## src/rtl/surf_dna_pkg.sv

```systemverilog
// Shared definitions for the DNA sequencer: DNA width, Wishbone register
// offsets (word index taken from wb_adr_i[3:2]), STAT bit positions and the
// readout state encoding.
package surf_dna_pkg;

    localparam int DNA_BITS = 96;

    // Word offsets within the 16-byte register window
    localparam logic [1:0] REG_STAT = 2'd0;  // 0x0
    localparam logic [1:0] REG_DNA0 = 2'd1;  // 0x4  DNA[31:0]
    localparam logic [1:0] REG_DNA1 = 2'd2;  // 0x8  DNA[63:32]
    localparam logic [1:0] REG_DNA2 = 2'd3;  // 0xC  DNA[95:64]

    // STAT register layout
    localparam int STAT_VALID_BIT = 0;
    localparam int STAT_BUSY_BIT  = 1;
    localparam int STAT_COUNT_LSB = 8;   // read-count occupies [15:8]
    localparam int STAT_START_BIT = 31;  // write 1 (with sel[3]) to start

    typedef enum logic [2:0] {
        IDLE,
        LOAD,
        CAP,
        SHIFT,
        GAP,
        DONE
    } dna_state_t;

endpackage

```

## src/rtl/surf_dna_sequencer.sv

```systemverilog
// surf_dna_sequencer
// Runs the DNA_PORTE2 READ/SHIFT sequence autonomously (after reset when
// AUTO_START=1, or on a software start) and assembles the 96-bit device DNA.
// The completed value is published atomically on dna_o and through a
// four-word Wishbone register window.
//
// Ports:
//   wb_clk_i, wb_rst_n_i      clock (also the DNA port clock), async active-low reset
//   wb_cyc_i/stb_i/we_i       Wishbone classic slave handshake
//   wb_adr_i, wb_dat_i, wb_sel_i  byte address ([3:2] decoded), write data, byte selects
//   wb_dat_o, wb_ack_o        read data (combinational), registered ack pulse
//   wb_err_o, wb_rty_o        tied low
//   dna_read_o, dna_shift_o   DNA_PORTE2 READ / SHIFT
//   dna_dout_i                DNA_PORTE2 DOUT
//   dna_o, dna_valid_o        published DNA and its valid flag
//   busy_o                    a readout is in progress
module surf_dna_sequencer
    import surf_dna_pkg::*;
#(
    parameter int AUTO_START  = 1,
    parameter int SHIFT_GAP   = 0,
    parameter int WB_ADR_BITS = 4
) (
    input  logic                   wb_clk_i,
    input  logic                   wb_rst_n_i,
    input  logic                   wb_cyc_i,
    input  logic                   wb_stb_i,
    input  logic                   wb_we_i,
    input  logic [WB_ADR_BITS-1:0] wb_adr_i,
    input  logic [31:0]            wb_dat_i,
    input  logic [3:0]             wb_sel_i,
    output logic [31:0]            wb_dat_o,
    output logic                   wb_ack_o,
    output logic                   wb_err_o,
    output logic                   wb_rty_o,
    output logic                   dna_read_o,
    output logic                   dna_shift_o,
    input  logic                   dna_dout_i,
    output logic [DNA_BITS-1:0]    dna_o,
    output logic                   dna_valid_o,
    output logic                   busy_o
);

    localparam logic [3:0] GAP_LAST = (SHIFT_GAP > 0) ? 4'(SHIFT_GAP - 1) : 4'd0;
    localparam logic [6:0] LAST_BIT = 7'(DNA_BITS - 1);

    dna_state_t          state_reg, state_next;
    logic [6:0]          bit_cnt_reg;
    logic [3:0]          gap_cnt_reg;
    logic [DNA_BITS-1:0] shift_reg;
    logic [DNA_BITS-1:0] dna_reg;
    logic                valid_reg;
    logic [7:0]          count_reg;
    logic                ack_reg;
    logic                auto_pending_reg;
    logic                start_req;
    logic                unused_bits;

    // Only the low address bits, sel[3] and dat[31] carry meaning here.
    assign unused_bits = ^{wb_adr_i, wb_dat_i, wb_sel_i};

    // A start is sampled only in the ack cycle so each transaction fires once.
    assign start_req = ack_reg & wb_cyc_i & wb_stb_i & wb_we_i
                     & (wb_adr_i[3:2] == REG_STAT)
                     & wb_sel_i[3] & wb_dat_i[STAT_START_BIT];

    // ------------------------------------------------------------------
    // State register
    // ------------------------------------------------------------------
    always_ff @(posedge wb_clk_i or negedge wb_rst_n_i) begin
        if (!wb_rst_n_i) begin
            state_reg <= IDLE;
        end else begin
            state_reg <= state_next;
        end
    end

    // ------------------------------------------------------------------
    // Next-state logic
    // ------------------------------------------------------------------
    always_comb begin
        state_next = state_reg;
        case (state_reg)
            IDLE:  if (start_req || auto_pending_reg) state_next = LOAD;
            LOAD:  state_next = CAP;
            CAP:   state_next = (bit_cnt_reg == LAST_BIT) ? DONE : SHIFT;
            SHIFT: state_next = (SHIFT_GAP == 0) ? CAP : GAP;
            GAP:   if (gap_cnt_reg == GAP_LAST) state_next = CAP;
            DONE:  state_next = IDLE;
            default: state_next = IDLE;
        endcase
    end

    // Port controls are decoded from the registered state, so they are
    // glitch-free and drop to zero the instant reset asserts.
    assign dna_read_o  = (state_reg == LOAD);
    assign dna_shift_o = (state_reg == SHIFT);
    assign busy_o      = (state_reg != IDLE);

    // ------------------------------------------------------------------
    // Datapath and Wishbone ack
    // ------------------------------------------------------------------
    always_ff @(posedge wb_clk_i or negedge wb_rst_n_i) begin
        if (!wb_rst_n_i) begin
            bit_cnt_reg      <= '0;
            gap_cnt_reg      <= '0;
            shift_reg        <= '0;
            dna_reg          <= '0;
            valid_reg        <= 1'b0;
            count_reg        <= '0;
            ack_reg          <= 1'b0;
            auto_pending_reg <= (AUTO_START != 0);
        end else begin
            ack_reg <= wb_cyc_i & wb_stb_i & ~ack_reg;
            case (state_reg)
                IDLE: begin
                    // Pending auto-start is consumed by the IDLE->LOAD move.
                    auto_pending_reg <= 1'b0;
                    if (start_req) valid_reg <= 1'b0;
                end
                LOAD:  bit_cnt_reg <= '0;
                CAP: begin
                    // LSB-first assembly: the first DOUT bit ends in bit 0.
                    shift_reg   <= {dna_dout_i, shift_reg[DNA_BITS-1:1]};
                    bit_cnt_reg <= bit_cnt_reg + 7'd1;
                end
                SHIFT: gap_cnt_reg <= '0;
                GAP:   gap_cnt_reg <= gap_cnt_reg + 4'd1;
                DONE: begin
                    dna_reg   <= shift_reg;
                    valid_reg <= 1'b1;
                    if (count_reg != 8'hFF) count_reg <= count_reg + 8'd1;
                end
                default: ;
            endcase
        end
    end

    // ------------------------------------------------------------------
    // Register read mux
    // ------------------------------------------------------------------
    always_comb begin
        wb_dat_o = '0;
        case (wb_adr_i[3:2])
            REG_STAT: begin
                wb_dat_o[STAT_VALID_BIT]          = valid_reg;
                wb_dat_o[STAT_BUSY_BIT]           = busy_o;
                wb_dat_o[STAT_COUNT_LSB +: 8]     = count_reg;
            end
            REG_DNA0: wb_dat_o = dna_reg[31:0];
            REG_DNA1: wb_dat_o = dna_reg[63:32];
            REG_DNA2: wb_dat_o = dna_reg[95:64];
            default:  wb_dat_o = '0;
        endcase
    end

    assign wb_ack_o    = ack_reg;
    assign wb_err_o    = 1'b0;
    assign wb_rty_o    = 1'b0;
    assign dna_o       = dna_reg;
    assign dna_valid_o = valid_reg;

endmodule

```

## config.mk

```make
export PLATFORM = sky130hd
export DESIGN_NAME = surf_dna_sequencer
export DESIGN_NICKNAME = d
export VERILOG_FILES = /design/src/rtl/surf_dna_pkg.sv /design/src/rtl/surf_dna_sequencer.sv
export SDC_FILE = /design/constraint.sdc
export NUM_CORES = 1
export LEC_CHECK = 0
export ABC_AREA = 1
export BUFFER_PORTS_ARGS = -buffer_cell sky130_fd_sc_hd__buf_2
export CAP_MARGIN = 40
export CORE_UTILIZATION = 35
export DETAILED_ROUTE_END_ITERATION = 12
export GPL_TIMING_DRIVEN = 1
export PLACE_DENSITY = 0.59
export SLEW_MARGIN = 15
export SYNTH_ARGS = -nofsm -noshare
export SYNTH_HDL_FRONTEND = slang
export SYNTH_SLANG_ARGS = --single-unit
```

## constraint.sdc

```tcl
create_clock -name wb_clk_i -period 3.4 [get_ports wb_clk_i]
set_input_delay 0.34 -clock wb_clk_i [delete_from_list [all_inputs] [get_ports wb_clk_i]]
set_output_delay 0.34 -clock wb_clk_i [all_outputs]
set_load 0.02 [all_outputs]
```

==> impl_metrics.py, run 1 <==
metrics = {
    "route": {
        "detail-route-antenna-nets": 0,
        "dr.first_iter.drc_count": 420,
        "wire_per_inst_um": 14.6,
        "routed_wirelength_mm": 22.3,
        "first_pass_iters": 5,
        "via_per_inst": 4.60,
        "vias": 7023,
        "drc_errors": 0,
    },
    "logic_synthesis": {
        "syn_area_per_cell_um2": 8.70,
        "yosys.area.top_type_share_pct": 59.1,
        "yosys_warnings": 0,
        "synth_cells": 1051,
        "synth_area_leaders": "dfrtp_1 59%, nand2_1 15%, o21ai_1 9.7%",
        "yosys.area.top_type": "dfrtp_1",
        "ys_seq_area_share_pct": 59.4,
        "synthDistinctLibCells": 25,
        "synth_seq_cells": 217,
        "syn_area_um2": 9150,
    },
    "place": {
        "port_buffers": 142,
        "gp_congestion": 0.810,
        "dp_hpwl_mm": 15.2,
    },
    "worst_setup_path": {
        "crit_end": "wb_dat_o[1]",
        "r2r-end": "dna_o[52]",
        "r2r_slack_ns": 1.30,
        "cp.arrival_ns": 1.86,
        "crit_path_start_kind": "flip-flop",
        "critPathRequiredTime_ns": 3.06,
        "crit_fanout": 6,
        "path_class": "reg2out",
        "cp-end-kind": "primary output",
        "reg2reg_from": "state_reg[1]",
        "worstRegToRegCells": 5,
        "crit_start": "state_reg[0]",
    },
    "cells_and_area": {
        "layout-drive-gt1-share_pct": 17.0,
        "diodes": 0,
        "layout.area.seq_um2": 5430,
        "fillers": 2571,
        "areaGrowthSynthToFinish_pct": 18.9,
        "final_util_pct": 42.8,
        "final_nets": 1229,
        "multiInputGateArea_um2": 2920,
    },
    "clocking": {
        "path_clk_slew_ns": 0.06,
        "cts-root-buf": "clkbuf_16",
        "htreeDepth": 1,
        "numCtsBuffers": 25,
        "cts_tree": "built",
        "clock_latency_ns": 0.50,
        "cts-resized-gates": 0,
        "cts.sinks": 217,
        "clock_path_buffers": 3,
        "cts_setup_buffers": 0,
    },
    "die": {
        "core_area_um2": 25400,
        "die_w_um": 164,
        "initial_utilization_pct": 36.0,
        "die_area_um2": 26800,
        "die_h_um": 164,
        "ios": 181,
        "rows": 58,
    },
    "global_route": {
        "grt_max_degree": 117,
        "grt_pass1_wl_mm": 35.4,
        "grt_use_total_pct": 16.9,
        "grt-ovfl-total": 0,
        "grt_pass1_vias": 6517,
        "grt_antenna_before_repair": 0,
    },
    "sta": {
        "tightest_slew_ns": 0.833,
        "max_slew_margin_pct": 44.5,
        "period_minus_slack_ns": 2.20,
        "fmax_mhz": 455,
        "rsz0062_at_grt": "false",
        "setup_viol": 0,
        "finalSetupTns_ns": 0,
        "fin_crit_sh_pct": 64.6,
        "hold_viol_final": 0,
        "drv_slew": 0,
        "skew_ns": 0.0116,
    },
    "job": {
        "cap_viol_max_count": 0,
    },
    "power_and_ir_drop": {
        "p_per_area_nw_per_um2": 500,
        "ir_drop_mv": 0.264,
        "p_leak_nw": 5.20,
    },
    "min_path": {
        "min_path_type": "in2reg",
    },
    "outcome": {
        "status": "complete, no violations",
    },
}
[final cells by class]
type | count | share of cell area, %
Timing Repair Buffer | 153 | 7.71
Inverter | 125 | 4.31
Clock buffer | 38 | 6.57
Clock inverter | 7 | 0.840
Sequential cell | 217 | 49.9
Tap cell | 330 | 3.80
Multi-Input combinational cell | 657 | 26.8
[synth_stat cells]
cell and n:
nand3_2 1, nand2_1 364, dfstp_2 1, inv_2 6, buf_4 18, o2111ai_1 3, conb_1 1, nand3_1 38
nand2_2 1, buf_2 20, o21ai_1 177, o22ai_1 1, buf_6 8, xnor2_1 3, ha_1 4, dfrtp_1 216
xor2_1 2, inv_1 119, clkbuf_1 7, nor2_1 20, nand2_4 2, nand4_1 9, o21ai_0 26, a21oi_1 2
nor2_2 2
[placed cells by master, fill, tap and decap left out, types with 2 or more instances in the layout]
cell type  Yosys  routed
inv_1        119     119
clkinv_2       0       4
ha_1           4       4
clkbuf_8       0       4
inv_2          6       6
buf_2         20     141
xor2_1         2       2
nor2_2         2       4
buf_12         0       2
a21oi_1        2       2
clkbuf_16      0      25
nand3_1       38      38
nand2_1      364     364
o2111ai_1      3       3
conb_1         1       2
dfrtp_1      216     216
nand4_1        9       9
buf_8          0       2
buf_4         18       7
clkbuf_1       7       9
bufinv_16      0       2
nor2_1        20      18
xnor2_1        3       3
o21ai_1      177     177
o21ai_0       26      26
[cells by family (layout without fill, tap and decap cells)]
logic type / after synthesis / in the layout / synth area share, %
AND/OR/NAND/NOR: 437 / 437 / 19.0
AO/OA/AOI/OAI: 209 / 209 / 11.6
buffers and inverters: 178 / 323 / 8.97
XOR/XNOR: 5 / 5 / 0.479
adder cells (fa/ha/maj): 4 / 4 / 0.547
other: 1 / 2 / 0.0410
flip-flops: 217 / 217 / 59.4
[worst min path at each step]
stage / cells past startpoint / to / start
after global placement: 1 / shift_reg[38] / wb_rst_n_i
after global routing: 3 / shift_reg[95] / dna_dout_i
after detailed placement: 1 / shift_reg[38] / wb_rst_n_i
final: 3 / shift_reg[95] / dna_dout_i
after CTS: 3 / shift_reg[95] / dna_dout_i
after floorplan: 0 / bit_cnt_reg[0] / wb_rst_n_i
[critical path, cell delays in order (launching register included)]
cell and delay (ns):
dfrtp_1 0.46, nor2_2 0.29, nand2_1 0.18, nand2_1 0.14, nand4_1 0.09, buf_2 0.18
[where the power goes]
group | switching [mW] | internal [mW] | leakage (nW)
logic | 0.162 | 0.0442 | 1.79
registers | 0.0135 | 2.60 | 3.02
clock network | 1.02 | 1.60 | 0.397
[timing repair]
action | in CTS | in global routing
setup endpoints to repair | 0 | 0
hold buffers | 1 | 0
endpoints found under the hold margin | 82 | 0
[metrics by stage]
step	hold slack, ns	setup slack [ns]	cells	power, mW	cell area [um2]
2_1_floorplan	0.0444	1.95	1052	2.77	9150
3_3_place_gp	0.399	1.10	1480	2.86	10000
3_5_place_dp	0.395	1.22	1481	2.87	10100
4_1_cts	0.0358	1.18	1527	5.53	10900
5_1_grt	0.0388	1.07	1527	5.66	10900
6_report	0.0536	1.20	1527	5.44	10900
[per-layer routing]
layer	wire length (um)	global-route usage (%)
met5	0	0
met1	10400	22.8
met3	1240	3.25
met4	441	4.17
met2	10200	28.0
Note: power is estimated with default switching activity, not from simulation.
==> run 2: changes to the inputs <==
--- a/config.mk
+++ b/config.mk
@@ -5,7 +5,7 @@
 export SDC_FILE = /design/constraint.sdc
 export NUM_CORES = 1
 export LEC_CHECK = 0
-export ABC_AREA = 1
+export ABC_AREA = 0
 export BUFFER_PORTS_ARGS = -buffer_cell sky130_fd_sc_hd__buf_2
 export CAP_MARGIN = 40
 export CORE_UTILIZATION = 35
==> constraint.sdc (replaced) <==
create_clock -name wb_clk_i -period 2.2 [get_ports wb_clk_i]
set_input_delay 0.22 -clock wb_clk_i [delete_from_list [all_inputs] [get_ports wb_clk_i]]
set_output_delay 0.22 -clock wb_clk_i [all_outputs]
set_load 0.02 [all_outputs]
==> run 2 against run 1 <==
Effect of this change: core utilization up 0.59 points; critical endpoint unchanged; clock power up 35%; sequential share of layout area down 0.80 points; worst setup slack worse by 1.1 ns.
==> impl_metrics.py, run 2 <==
metrics = {
    "outcome": {
        "status": "complete, no violations",
    },
    "logic_synthesis": {
        "ys_seq_area_share_pct": 59.0,
        "synth_area_leaders": "dfrtp_1 59%, nand2_1 24%, mux2_2 2.7%",
        "ys_dominant_reg_cell": "dfrtp_1",
        "yosys_warnings": 0,
        "syn_area_um2": 9200,
        "async_flop_share_pct": 100,
        "synth_seq_cells": 217,
        "yosys.area.top_type": "dfrtp_1",
        "synthDistinctLibCells": 45,
        "syn_area_per_cell_um2": 9.09,
        "synth_edf_count": 0,
        "yosys.area.top_type_share_pct": 58.7,
        "synth_cells": 1012,
        "synth_common_cells": "589 x nand2_1, 216 x dfrtp_1, 31 x buf_2",
        "synth.most_common_cell": "nand2_1",
    },
    "power_and_ir_drop": {
        "p_per_area_nw_per_um2": 702,
        "p_leak_nw": 6.32,
        "ir_drop_mv": 0.377,
    },
    "die": {
        "die_area_um2": 26900,
        "die_w_um": 164,
        "core_area_um2": 25500,
        "initial_utilization_pct": 36.1,
        "die_h_um": 164,
        "rows": 58,
        "ios": 181,
    },
    "sta": {
        "setup_viol": 0,
        "fmax_mhz": 480,
        "holdWs_ns": 0.00805,
        "skew_ns": 0.0133,
        "period_minus_slack_ns": 2.08,
        "tightest_slew_ns": 0.606,
        "drv_slew": 0,
        "fin_crit_sh_pct": 94.8,
        "rsz0062_at_grt": "false",
        "hold_viol_final": 0,
        "finalSetupTns_ns": 0,
        "layout_setup_ws_ns": 0.115,
        "max_slew_margin_pct": 59.4,
    },
    "global_route": {
        "grt-ovfl-total": 0,
        "grt_use_total_pct": 18.7,
        "grt_antenna_before_repair": 0,
        "grt_max_degree": 74,
        "grt_pass1_vias": 6752,
        "grt_pass1_wl_mm": 39.0,
    },
    "cells_and_area": {
        "areaGrowthSynthToFinish_pct": 20.2,
        "final_nets": 1198,
        "finalInstanceArea_um2": 11100,
        "layout.area.seq_um2": 5430,
        "layout-drive-gt1-share_pct": 20.4,
        "multiInputGateArea_um2": 3490,
        "final_common_cell": "nand2_1",
        "layout_common_cells": "589 x nand2_1, 214 x dfrtp_1, 141 x buf_2",
        "diodes": 0,
        "fillers": 2515,
    },
    "clocking": {
        "cts.sinks": 217,
        "htreeDepth": 1,
        "cts_tree": "built",
        "numCtsBuffers": 23,
        "clock_latency_ns": 0.51,
        "path_clk_slew_ns": 0.06,
        "cts-root-buf": "clkbuf_16",
        "clock_path_buffers": 3,
    },
    "worst_setup_path": {
        "cp-end-kind": "primary output",
        "path_cells": "nor2_4, nand2_1, mux4_2, buf_2",
        "path_class": "reg2out",
        "crit_path_start_kind": "flip-flop",
        "cp.arrival_ns": 1.86,
        "reg2reg_from": "state_reg[0]",
        "worstRegToRegCells": 6,
        "r2r_slack_ns": 0.59,
        "critical-path-max-stage-delay_ns": 0.47,
        "cp_slowest_cell": "mux4_2",
        "r2r-end": "count_reg[2]",
        "crit_fanout": 6,
        "critPathRequiredTime_ns": 1.98,
    },
    "route": {
        "detail-route-antenna-nets": 0,
        "drc_errors": 0,
        "wl_met2_mm": 11.2,
        "wl_met1_mm": 11.4,
        "routed_wirelength_mm": 24.5,
        "highest_layer": "met4",
        "met3WireLength_mm": 1.42,
        "via_per_inst": 4.79,
        "dr.first_iter.drc_count": 508,
        "vias": 7147,
        "first_pass_iters": 5,
        "wire_per_inst_um": 16.4,
    },
    "place": {
        "dp_hpwl_mm": 16.5,
        "port_buffers": 142,
        "placed_cell_area_um2": 10300,
        "gp_congestion": 0.806,
        "pre_cts_slack_ns": 0.457,
    },
    "min_path": {
        "hold-path-endpoint": "wb_ack_o",
        "min_path_type": "in2reg",
        "worstHoldPathCells": 3,
        "hp-start": "wb_stb_i",
    },
    "job": {
        "cap_viol_max_count": 0,
    },
}
run 2: routing by layer:
layer	up-vias	global-route usage (%)
li1	3470	-
met2	192	28.9
met1	3454	27.7
met5	-	0
met3	31	2.85
met4	0	4.21
run 2: logic make-up (layout without fill, tap and decap cells):
family,after synthesis,after routing,share of synthesized area [%]
adders and majority gates,4,4,0.544
AOI/OAI and AO/OA,55,55,4.26
buffers and inverters,64,213,3.20
muxes,35,35,5.49
and+or+nand+nor,632,632,27.1
xor gates and xnor gates,4,4,0.381
DFF,217,217,59.0
other,1,2,0.0408
run 2: worst max path at each step:
stage / startpoint / end / slack [ns] / cells after the start
6_report: state_reg[0] / wb_dat_o[1] / 0.12 / 4
5_1_grt: state_reg[0] / wb_dat_o[1] / 0.04 / 4
4_1_cts: state_reg[2] / wb_dat_o[1] / 0.04 / 4
3_5_place_dp: state_reg[1] / wb_dat_o[1] / 0.46 / 4
3_3_place_gp: wb_adr_i[3] / wb_dat_o[16] / 0.29 / 4
2_1_floorplan: state_reg[0] / wb_dat_o[1] / 0.52 / 4
run 2: stage by stage:
step                      cells  power [mW]  util [%]
after CTS                  1489        7.86      43.3
after global placement     1445        4.31      40.5
final                      1492        7.77      43.4
after global routing       1492        8.02      43.4
after detailed placement   1446        4.31      40.6
after floorplan            1013        4.17         -
run 2: critical path: cells and delay by family (launching register included):
kind | cells | cell delay (ns)
buffers and inverters | 1 | 0.17
muxes | 1 | 0.47
and+or+nand+nor | 2 | 0.27
DFF | 1 | 0.45
run 2: final cells by class:
cell class | count | share of cell area (%)
clock inverters | 3 | 0.192
flip-flops and latches | 217 | 49.1
repair buffers | 168 | 9.32
inverters | 6 | 0.204
well taps | 330 | 3.73
clock buffers | 36 | 5.83
multi-input cells | 732 | 31.6
run 2: what timing repair did:
action / CTS / global route
endpoints found under the setup margin: 1 / 1
resized for setup: 2 / 0
setup buffers: 1 / 3
hold buffers: 3 / 0
pin swaps: 0 / 1
endpoints found under the hold margin: 62 / 0
run 2: where the power goes:
group	leakage (nW)	internal, mW	switching, mW
sequential	2.95	4.02	0.0187
combinational	3.05	0.0593	0.142
clock	0.319	2.00	1.53
total	6.32	6.08	1.69
==> run 3: changes to the inputs <==
--- a/config.mk
+++ b/config.mk
@@ -11,7 +11,7 @@
 export CORE_UTILIZATION = 35
 export DETAILED_ROUTE_END_ITERATION = 12
 export GPL_TIMING_DRIVEN = 1
-export PLACE_DENSITY = 0.59
+export PLACE_DENSITY_LB_ADDON = 0.25
 export SLEW_MARGIN = 15
 export SYNTH_ARGS = -nofsm -noshare
 export SYNTH_HDL_FRONTEND = slang
==> run 3 against run 2 <==
Effect of this change: sequential power is essentially flat; first-iteration DRC count shrank 9.1%; worst setup slack gained 0.014 ns; die area is the same; core utilization grew 0.34 points; critical path type unchanged; highest routed layer unchanged.
==> impl_metrics.py, run 3 (synthesis gave the netlist of run 2 again) <==
metrics = {
    "cells_and_area": {
        "areaGrowthSynthToFinish_pct": 21.1,
        "final_util_pct": 43.8,
        "final_common_cell": "nand2_1",
        "final_nets": 1203,
        "layout-drive-gt1-share_pct": 21.6,
        "diodes": 0,
        "layout_common_cells": "588 x nand2_1, 213 x dfrtp_1, 141 x buf_2",
        "stdcell_count": 1498,
    },
    "sta": {
        "fin_crit_sh_pct": 94.1,
        "skew_ns": 0.00538,
        "setup_viol": 0,
        "max_slew_margin_pct": 58.7,
        "fmax_mhz": 483,
        "period_minus_slack_ns": 2.07,
        "rsz0062_at_grt": "false",
        "finalSetupTns_ns": 0,
        "drv_slew": 0,
        "hold_viol_final": 0,
        "tightest_slew_ns": 0.616,
    },
    "route": {
        "dr.first_iter.drc_count": 462,
        "wire_per_inst_um": 16.2,
        "drc_errors": 0,
        "routed_wirelength_mm": 24.3,
        "first_pass_iters": 4,
        "via_per_inst": 4.79,
        "vias": 7178,
        "detail-route-antenna-nets": 0,
    },
    "worst_setup_path": {
        "path_cells": "nor2_4, nand2_2, mux4_2, buf_2",
        "critPathRequiredTime_ns": 1.98,
        "r2r_slack_ns": 0.43,
        "path_class": "reg2out",
        "cp_slowest_cell": "dfrtp_2",
        "critical-path-max-stage-delay_ns": 0.45,
        "crit_path_start_kind": "flip-flop",
        "crit_buf_inv": 1,
        "cp_top_family": "flip-flops",
        "crit_fanout": 6,
        "cp-end-kind": "primary output",
        "cp.arrival_ns": 1.85,
    },
    "place": {
        "port_buffers": 142,
        "gp_congestion": 0.792,
        "dp_cells": 1449,
        "dp_hpwl_mm": 16.7,
    },
    "clocking": {
        "cts.sinks": 217,
        "cts-root-buf": "clkbuf_16",
        "htreeDepth": 1,
        "path_clk_slew_ns": 0.06,
        "cts_tree": "built",
        "clock_latency_ns": 0.50,
        "clock_path_buffers": 3,
        "numCtsBuffers": 23,
    },
    "die": {
        "ios": 181,
        "die_w_um": 164,
        "core_area_um2": 25500,
        "die_area_um2": 26900,
        "die_h_um": 164,
        "initial_utilization_pct": 36.1,
        "rows": 58,
    },
    "job": {
        "cap_viol_max_count": 0,
    },
    "outcome": {
        "status": "complete, no violations",
    },
    "global_route": {
        "grt_max_degree": 69,
        "grt_antenna_before_repair": 1,
        "grt_use_total_pct": 18.6,
        "grt_pass1_vias": 6911,
        "grt_pass1_wl_mm": 38.9,
        "grt-ovfl-total": 0,
    },
    "power_and_ir_drop": {
        "ir_drop_mv": 0.416,
        "p_leak_nw": 6.38,
        "p_per_area_nw_per_um2": 727,
    },
    "min_path": {
        "min_path_type": "in2reg",
    },
}
==> run 3: cell type report <==
type	instances	area, um2
Fill cell	2502	14300
Sequential cell	217	5440
Multi-Input combinational cell	732	3500
Timing Repair Buffer	173	1030
Clock buffer	32	659
Tap cell	330	413
Clock inverter	8	93.8
Inverter	6	22.5
==> run 3: metrics by stage <==
stage	hold slack [ns]	area [um2]	worst slack [ns]	power [mW]
after floorplan	-0.0756	9210	0.523	4.17
after global placement	0.160	10300	0.212	4.30
after detailed placement	0.163	10300	0.408	4.31
after CTS	0.00588	11100	0.00142	8.21
after global routing	0.0206	11100	0.0280	8.38
final	0.0213	11100	0.129	8.10
==> run 3: report_power, final <==
part           leakage (nW)  switching [mW]  total (mW)  internal (mW)
sequential             2.95          0.0185        4.03           4.01
clock                 0.376            1.55        3.87           2.32
combinational          3.06           0.140       0.196         0.0561
==> run 3: layer usage <==
metal | share of wire, % | routed length (um) | track usage [%] | up-vias
met2 | 46 | 11100 | 30.1 | 201
met5 | 0 | 0 | 0 | -
met3 | 5.9 | 1440 | 3.59 | 31
li1 | - | - | - | 3482
met4 | 1.7 | 412 | 3.96 | 0
met1 | 47 | 11300 | 25.9 | 3464
==> run 3: final timing paths <==
check                      cells past startpoint    startpoint             to
max reg2reg                                    5  state_reg[2]  shift_reg[45]
max in group asynchronous                      3    wb_rst_n_i  shift_reg[89]
min reg2reg                                    1      wb_ack_o       wb_ack_o
min                                            3      wb_stb_i       wb_ack_o
max                                            4  state_reg[0]    wb_dat_o[1]
min in group asynchronous                      2    wb_rst_n_i      dna_o[67]
==> run 3: worst min-delay path, stage by stage <==
cell	delay, ns
buf_2	0.10
nand2_1	0.11
nor2_1	0.05
==> run 3: timing repair <==
item	4_1_cts	5_1_grt
resized for setup	3	1
buffers inserted	1	5
hold buffers	3	0
endpoints found under the hold margin	48	0
setup endpoints to repair	1	1
